### src/rtl/stolen_cdc_pkg.sv
// Shared definitions for the stolen_cdc four-phase handshake transmitter and
// its matching receiver: FSM state encoding and synchronizer depth limits.
package stolen_cdc_pkg;

    // Handshake FSM states, 2-bit encoding shared with the receiver side.
    typedef enum logic [1:0] {
        IDLE     = 2'd0,
        REQ      = 2'd1,
        ACK_WAIT = 2'd2
    } cdc_state_t;

    // Legal synchronizer depth range for the returning acknowledge.
    localparam int DEST_SYNC_FF_MIN = 2;
    localparam int DEST_SYNC_FF_MAX = 10;

    // Pulls an out-of-range depth back into the legal window so that a bad
    // parameter never produces a zero- or one-stage (unsafe) synchronizer.
    function automatic int clamp_sync_ff(input int n);
        if (n < DEST_SYNC_FF_MIN) return DEST_SYNC_FF_MIN;
        if (n > DEST_SYNC_FF_MAX) return DEST_SYNC_FF_MAX;
        return n;
    endfunction

endpackage

### src/rtl/stolen_cdc_handshake_tx_if.sv
// Bundle of the valid/ready source port and the req/ack/data crossing port
// of the handshake transmitter. The slave modport is the transmitter's view.
interface stolen_cdc_handshake_tx_if #(
    parameter int WIDTH = 8
);

    logic             src_valid;
    logic [WIDTH-1:0] src_data;
    logic             src_ready;
    logic             src_done;
    logic             xfer_req;
    logic [WIDTH-1:0] xfer_data;
    logic             xfer_ack_async;

    // Environment side: supplies words and returns the acknowledge.
    modport master (
        output src_valid,
        output src_data,
        output xfer_ack_async,
        input  src_ready,
        input  src_done,
        input  xfer_req,
        input  xfer_data
    );

    // Transmitter side.
    modport slave (
        input  src_valid,
        input  src_data,
        input  xfer_ack_async,
        output src_ready,
        output src_done,
        output xfer_req,
        output xfer_data
    );

endinterface

### src/rtl/stolen_cdc_sync_arst.sv
// Single-bit multi-stage synchronizer with asynchronous active-high reset
// to 0. Kept as its own hierarchy so CDC constraints can find the stages.
(* keep_hierarchy = "yes" *)
module stolen_cdc_sync_arst #(
    parameter int STAGES = 4
) (
    input  logic clk,
    input  logic rst,
    input  logic d,
    output logic q
);

    (* ASYNC_REG = "TRUE", DONT_TOUCH = "TRUE", STOLEN_CDC = "ack_sync" *)
    logic [STAGES-1:0] sync_ff;

    // Shift the asynchronous input through the chain; reset clears every stage.
    always_ff @(posedge clk or posedge rst) begin
        if (rst) begin
            sync_ff <= '0;
        end else begin
            sync_ff <= {sync_ff[STAGES-2:0], d};
        end
    end

    assign q = sync_ff[STAGES-1];

endmodule

### src/rtl/stolen_cdc_handshake_tx.sv
// Source-side transmitter of a four-phase req/ack CDC handshake. A word
// accepted under valid/ready is held on xfer_data while xfer_req walks the
// req-high / ack-high / req-low / ack-low cycle against the synchronized ack.
module stolen_cdc_handshake_tx
    import stolen_cdc_pkg::*;
#(
    parameter int DEST_SYNC_FF = 4,
    parameter int WIDTH        = 8
) (
    input  logic                        src_clk,
    input  logic                        src_rst,
    stolen_cdc_handshake_tx_if.slave    bus
);

    localparam int SYNC_FF = clamp_sync_ff(DEST_SYNC_FF);

    cdc_state_t       state;
    cdc_state_t       state_next;
    logic             ack_sync;
    logic             ready;
    logic             accept;
    logic             req_next;
    logic             done_next;
    logic             done_r;

    (* STOLEN_CDC = "xfer_req" *)
    logic             xfer_req_r;
    (* STOLEN_CDC = "xfer_data" *)
    logic [WIDTH-1:0] xfer_data_r;

    // The synchronized ack is the only place the destination's ack is used,
    // so there is no combinational path from xfer_ack_async to any output.
    stolen_cdc_sync_arst #(
        .STAGES (SYNC_FF)
    ) u_ack_sync (
        .clk (src_clk),
        .rst (src_rst),
        .d   (bus.xfer_ack_async),
        .q   (ack_sync)
    );

    // A stale high ack seen while idle blocks new transfers until it clears.
    assign ready  = (state == IDLE) & ~ack_sync;
    assign accept = bus.src_valid & ready;

    // Next-state and registered-output decode for the four-phase cycle.
    always_comb begin
        state_next = state;
        req_next   = 1'b0;
        done_next  = 1'b0;
        case (state)
            IDLE: begin
                if (accept) begin
                    state_next = REQ;
                    req_next   = 1'b1;
                end
            end
            REQ: begin
                req_next = 1'b1;
                if (ack_sync) begin
                    state_next = ACK_WAIT;
                    req_next   = 1'b0;
                end
            end
            ACK_WAIT: begin
                if (!ack_sync) begin
                    state_next = IDLE;
                    done_next  = 1'b1;
                end
            end
            default: begin
                state_next = IDLE;
            end
        endcase
    end

    // State, request and completion pulse registers.
    always_ff @(posedge src_clk or posedge src_rst) begin
        if (src_rst) begin
            state      <= IDLE;
            xfer_req_r <= 1'b0;
            done_r     <= 1'b0;
        end else begin
            state      <= state_next;
            xfer_req_r <= req_next;
            done_r     <= done_next;
        end
    end

    // Held word: loads only on accept, so it is frozen through REQ and ACK_WAIT.
    always_ff @(posedge src_clk or posedge src_rst) begin
        if (src_rst) begin
            xfer_data_r <= '0;
        end else if (accept) begin
            xfer_data_r <= bus.src_data;
        end
    end

    assign bus.src_ready = ready;
    assign bus.src_done  = done_r;
    assign bus.xfer_req  = xfer_req_r;
    assign bus.xfer_data = xfer_data_r;

endmodule

### src/flat_wrapper.sv
// flat-port wrapper written by rule: the top's interface ports become plain ports
module stolen_cdc_handshake_tx_flat import stolen_cdc_pkg::*;
#(
    parameter int DEST_SYNC_FF = 4,
    parameter int WIDTH        = 8
)
  (src_clk, src_rst, bus_src_valid, bus_src_data, bus_xfer_ack_async, bus_src_ready, bus_src_done, bus_xfer_req, bus_xfer_data);
  stolen_cdc_handshake_tx_if #(.WIDTH(WIDTH)) bus_i ();
  input  logic src_clk;
  input  logic src_rst;
  input wire logic [$bits(bus_i.src_valid)-1:0] bus_src_valid;
  input wire logic [$bits(bus_i.src_data)-1:0] bus_src_data;
  input wire logic [$bits(bus_i.xfer_ack_async)-1:0] bus_xfer_ack_async;
  output wire logic [$bits(bus_i.src_ready)-1:0] bus_src_ready;
  output wire logic [$bits(bus_i.src_done)-1:0] bus_src_done;
  output wire logic [$bits(bus_i.xfer_req)-1:0] bus_xfer_req;
  output wire logic [$bits(bus_i.xfer_data)-1:0] bus_xfer_data;
  assign bus_i.src_valid = bus_src_valid;
  assign bus_i.src_data = bus_src_data;
  assign bus_i.xfer_ack_async = bus_xfer_ack_async;
  assign bus_src_ready = bus_i.src_ready;
  assign bus_src_done = bus_i.src_done;
  assign bus_xfer_req = bus_i.xfer_req;
  assign bus_xfer_data = bus_i.xfer_data;
  stolen_cdc_handshake_tx #(.DEST_SYNC_FF(DEST_SYNC_FF), .WIDTH(WIDTH)) u_core (.src_clk(src_clk), .src_rst(src_rst), .bus(bus_i));
endmodule
### config.mk
export PLATFORM = sky130hd
export DESIGN_NAME = stolen_cdc_handshake_tx_flat
export DESIGN_NICKNAME = d
export VERILOG_FILES = /design/src/rtl/stolen_cdc_pkg.sv /design/src/rtl/stolen_cdc_handshake_tx_if.sv /design/src/rtl/stolen_cdc_sync_arst.sv /design/src/rtl/stolen_cdc_handshake_tx.sv /design/src/flat_wrapper.sv
export SDC_FILE = /design/constraint.sdc
export NUM_CORES = 1
export LEC_CHECK = 0
export ABC_AREA = 1
export CAP_MARGIN = 25
export CORE_AREA = 2 2 47 45
export CTS_BUF_LIST = sky130_fd_sc_hd__clkbuf_16
export DETAILED_ROUTE_END_ITERATION = 6
export DIE_AREA = 0 0 49 47
export GPL_TIMING_DRIVEN = 0
export PLACE_DENSITY = 0.68
export SLEW_MARGIN = 20
export SYNTH_ARGS = -nofsm -noshare
export SYNTH_HDL_FRONTEND = slang
export SYNTH_SLANG_ARGS = --single-unit
### constraint.sdc
create_clock -name src_clk -period 1.6 [get_ports src_clk]
set_clock_uncertainty 0.2 [all_clocks]
set_input_delay 0.32 -clock src_clk [delete_from_list [all_inputs] [get_ports src_clk]]
set_output_delay 0.32 -clock src_clk [all_outputs]
set_load 0.1 [all_outputs]
==> metrics.md <==
| Metric | Value |
|---|---|
| Number of core rows | `15` |
| Failing checks | `setup timing` |
| Maximum clock path buffer count | `2` |
| Root buffer selected by CTS | `sky130_fd_sc_hd__clkbuf_16` |
| Antenna violations before repair | `0` |
| Worst r2r dst | `u_core.bus.xfer_data[3]` |
| Synthesized net count | `67` |
| Top post-synthesis cells by area | `sky130_fd_sc_hd__dfrtp_1, sky130_fd_sc_hd__nand2_1, sky130_fd_sc_hd__nand4_1, sky130_fd_sc_hd__nor2_8, sky130_fd_sc_hd__nand3_4` |
| Clock edge transition at the registers on the reported setup and hold paths | `0.05 ns` |
| Die footprint | `0.00230 sq mm` |
| Launch instance of the worst register-to-register path | `u_core.state[1]` |
| Synthesis warning total | `0` |
| DRC violation count after routing | `0` |
| Cell count after synthesis | `55` |
| Synth Area in Adders | `0` |
| Vias per std cell | `4.46` |
| Share of cell area taken by muxes after synthesis | `0` |
| Unrepaired setup endpoints after global routing | `yes` |
| Pleak | `0.000453 uW` |
| Number of clock sinks | `16` |
| Total power divided by cell area | `1970 mW/mm^2` |
| X dimension of the die | `49 um` |
| Relative slew slack | `0.677` |
| Fraction of synthesized cell area in xor and xnor cells | `0` |
| Number of buffers inserted by hold repair at cts | `0` |
| Wire length per cell after detailed routing | `10.9 um` |
| CP endpoint kind | `primary output` |
| Final min period | `1.61 ns` |
| Share of the synthesized area in the top cell type | `0.664` |
| Highest fanout seen on the critical path | `3` |
| Area grow syn2layout | `51.5%` |
| Post-DP HPWL | `812 um` |
| Dominant combinational cell family by area after synthesis | `simple AND/OR/NAND/NOR gates` |
| Clock tree from TritonCTS | `yes` |
| Max-slew violation total from the final report | `0` |
| Vias after detailed routing | `477` |
| Remaining Overflow, GRT | `0` |
| Share of cells above drive strength 1 | `0.293` |
| Final setup slack of the worst path | `-0.0105 ns` |
| Worst vdd ir | `984 uV` |
| Number of global-route vias before repair | `426` |
| Number of antenna diodes | `0` |
| Library cell with the largest summed area after synthesis | `sky130_fd_sc_hd__dfrtp_1` |
| Total CTS buffers | `3` |
| Final number of setup-violating endpoints | `1` |
| Max Cap Violations | `0` |
| Floorplan die height | `47 um` |
| Port-buffer cells | `21` |
| Global-route wire length before repair | `1.85 mm` |
| Post-Place Setup Slack | `-0.694 ns` |
| Setup TNS | `-0.0105 ns` |
| Arrival time of the worst setup path | `1.09 ns` |
| Outcome | `complete, but fails checks` |
| Register-to-register path setup slack | `0.25 ns` |
| Basic-gate share of the synthesized area counting and, or, nand and nor cells | `0.272` |
| Worst slew pin tran | `0.488 ns` |
| Number of levels in the clock H-tree | `1` |
| GP Congestion | `0.641` |
| R2r worst-path depth | `5` |
| Final Hold Fails | `0` |
| Compound-cell area share of the yosys netlist | `0.0249` |
| Total routed wirelength | `1.17 mm` |
| Required time at the endpoint of the critical path | `1.08 ns` |
| DRC marker count from the first detailed-route iteration | `8` |
| Max frequency | `621 MHz` |
| Post-synthesis cell type count | `12` |
| Starting utilization of the core area | `0.331` |
| Critical setup path kind | `flip-flop to primary output` |
| # IOs | `23` |
| Number of optimization iterations in the first detailed-route pass | `4` |
| Remaining antenna violation count | `0` |
| Pin count of the biggest net entering global routing | `13` |
| Area inside the core boundary | `0.00182 sq mm` |
| Synth Cell Area | `603 sq um` |
| Period Utilization, post-route | `1.01` |
| Synthesized area per cell | `11.0 sq um` |
| Total Routing Usage GR | `0.111` |
| Clock network latency to the later pin of the worst-skew pair | `0.24 ns` |
| Share of synthesized area occupied by flip-flops and latches | `0.664` |
| Worst min-delay path category | `input port to asynchronous set/reset pin` |
| Final layout net count | `95` |
| Startpoint type of the worst setup path | `flip-flop` |
| Yosys reg bits | `16` |
==> kinds of logic after synthesis <==
logic type | Yosys count
buffers and inverters | 6
flip-flops | 16
AO/OA/AOI/OAI | 3
AND/OR/NAND/NOR | 30
==> per-stage QoR <==
stage / hold WS (ns) / instances / utilization / power (uW) / area, sq um
2_1_floorplan: -0.114 / 55 / - / 1180 / 616
3_5_place_dp: 0.136 / 101 / 0.471 / 1380 / 857
5_1_grt: 0.131 / 107 / 0.502 / 1870 / 913
4_1_cts: 0.103 / 105 / 0.493 / 1810 / 897
3_3_place_gp: 0.135 / 101 / 0.471 / 1370 / 857
6_report: 0.0909 / 107 / 0.502 / 1800 / 913
==> cell type report <==
type / count / area, sq um
clock inverter: 1 / 3.75
buffer: 1 / 5.00
fill: 174 / 907
tap: 25 / 31.3
clock buffer: 3 / 75.1
timing repair buffer: 23 / 185
inverter: 5 / 18.8
sequential: 16 / 404
multi-input combinational: 33 / 190
==> registers in the layout (all words and copies together), names as in the netlist <==
register	flops
u_core.state	2
u_core.u_ack_sync/sync_ff	4
u_core.bus.xfer_data	8
u_core.bus.xfer_req	1
u_core.bus.src_done	1
==> synth_stat cells, drive strengths merged <==
cell type / count
a21oi: 1
buf: 1
dfrtp: 16
inv: 5
nand2: 18
nand3: 1
nand4: 8
nor2: 2
nor3: 1
o21ai: 2
==> layout by cell type (no fill, tap or decap), drive strengths merged <==
cell | netlist | routed
nand2 | 18 | 18
dfrtp | 16 | 16
buf | 1 | 14
clkdlybuf4s50 | 0 | 10
nand4 | 8 | 8
inv | 5 | 5
clkbuf | 0 | 3
o21ai | 2 | 2
nor2 | 2 | 2
nand3 | 1 | 1
nor3 | 1 | 1
a21oi | 1 | 1
clkinv | 0 | 1
==> power by group <==
part           internal (uW)  switching, uW  leakage, uW
logic                    138            650     0.000219
clock network            331            146    0.0000385
registers                487           49.9     0.000195
total                    956            846     0.000453
==> per-layer routing <==
layer / part of all wire / global-route usage
met5: 0 / 0
met4: 0.012 / 0.0686
met2: 0.49 / 0.189
met1: 0.42 / 0.127
met3: 0.069 / 0.0350
==> repair_timing <==
action / in CTS / in global routing
cloned: 0 / 0
resized for setup: 60 / 1
buffers inserted: 0 / 2
endpoints found under the setup margin: 11 / 1
pin swaps: 0 / 1
==> critical path, stage by stage (launching register included) <==
cell                      delay, ns
sky130_fd_sc_hd__dfrtp_2       0.43
sky130_fd_sc_hd__nor3_4        0.22
sky130_fd_sc_hd__buf_12        0.20
==> how the worst max path moves through the flow <==
stage	slack, ns	cells past startpoint	endpoint	from
after floorplan	-0.17	1	bus_src_ready	u_core.state[1]
after global placement	-0.69	2	bus_src_ready	u_core.u_ack_sync/sync_ff[3]
after detailed placement	-0.69	2	bus_src_ready	u_core.u_ack_sync/sync_ff[3]
after CTS	-0.05	2	bus_src_ready	u_core.state[1]
after global routing	-0.05	2	bus_src_ready	u_core.state[1]
final	-0.01	2	bus_src_ready	u_core.state[1]
Note: power is estimated with default switching activity, not from simulation.
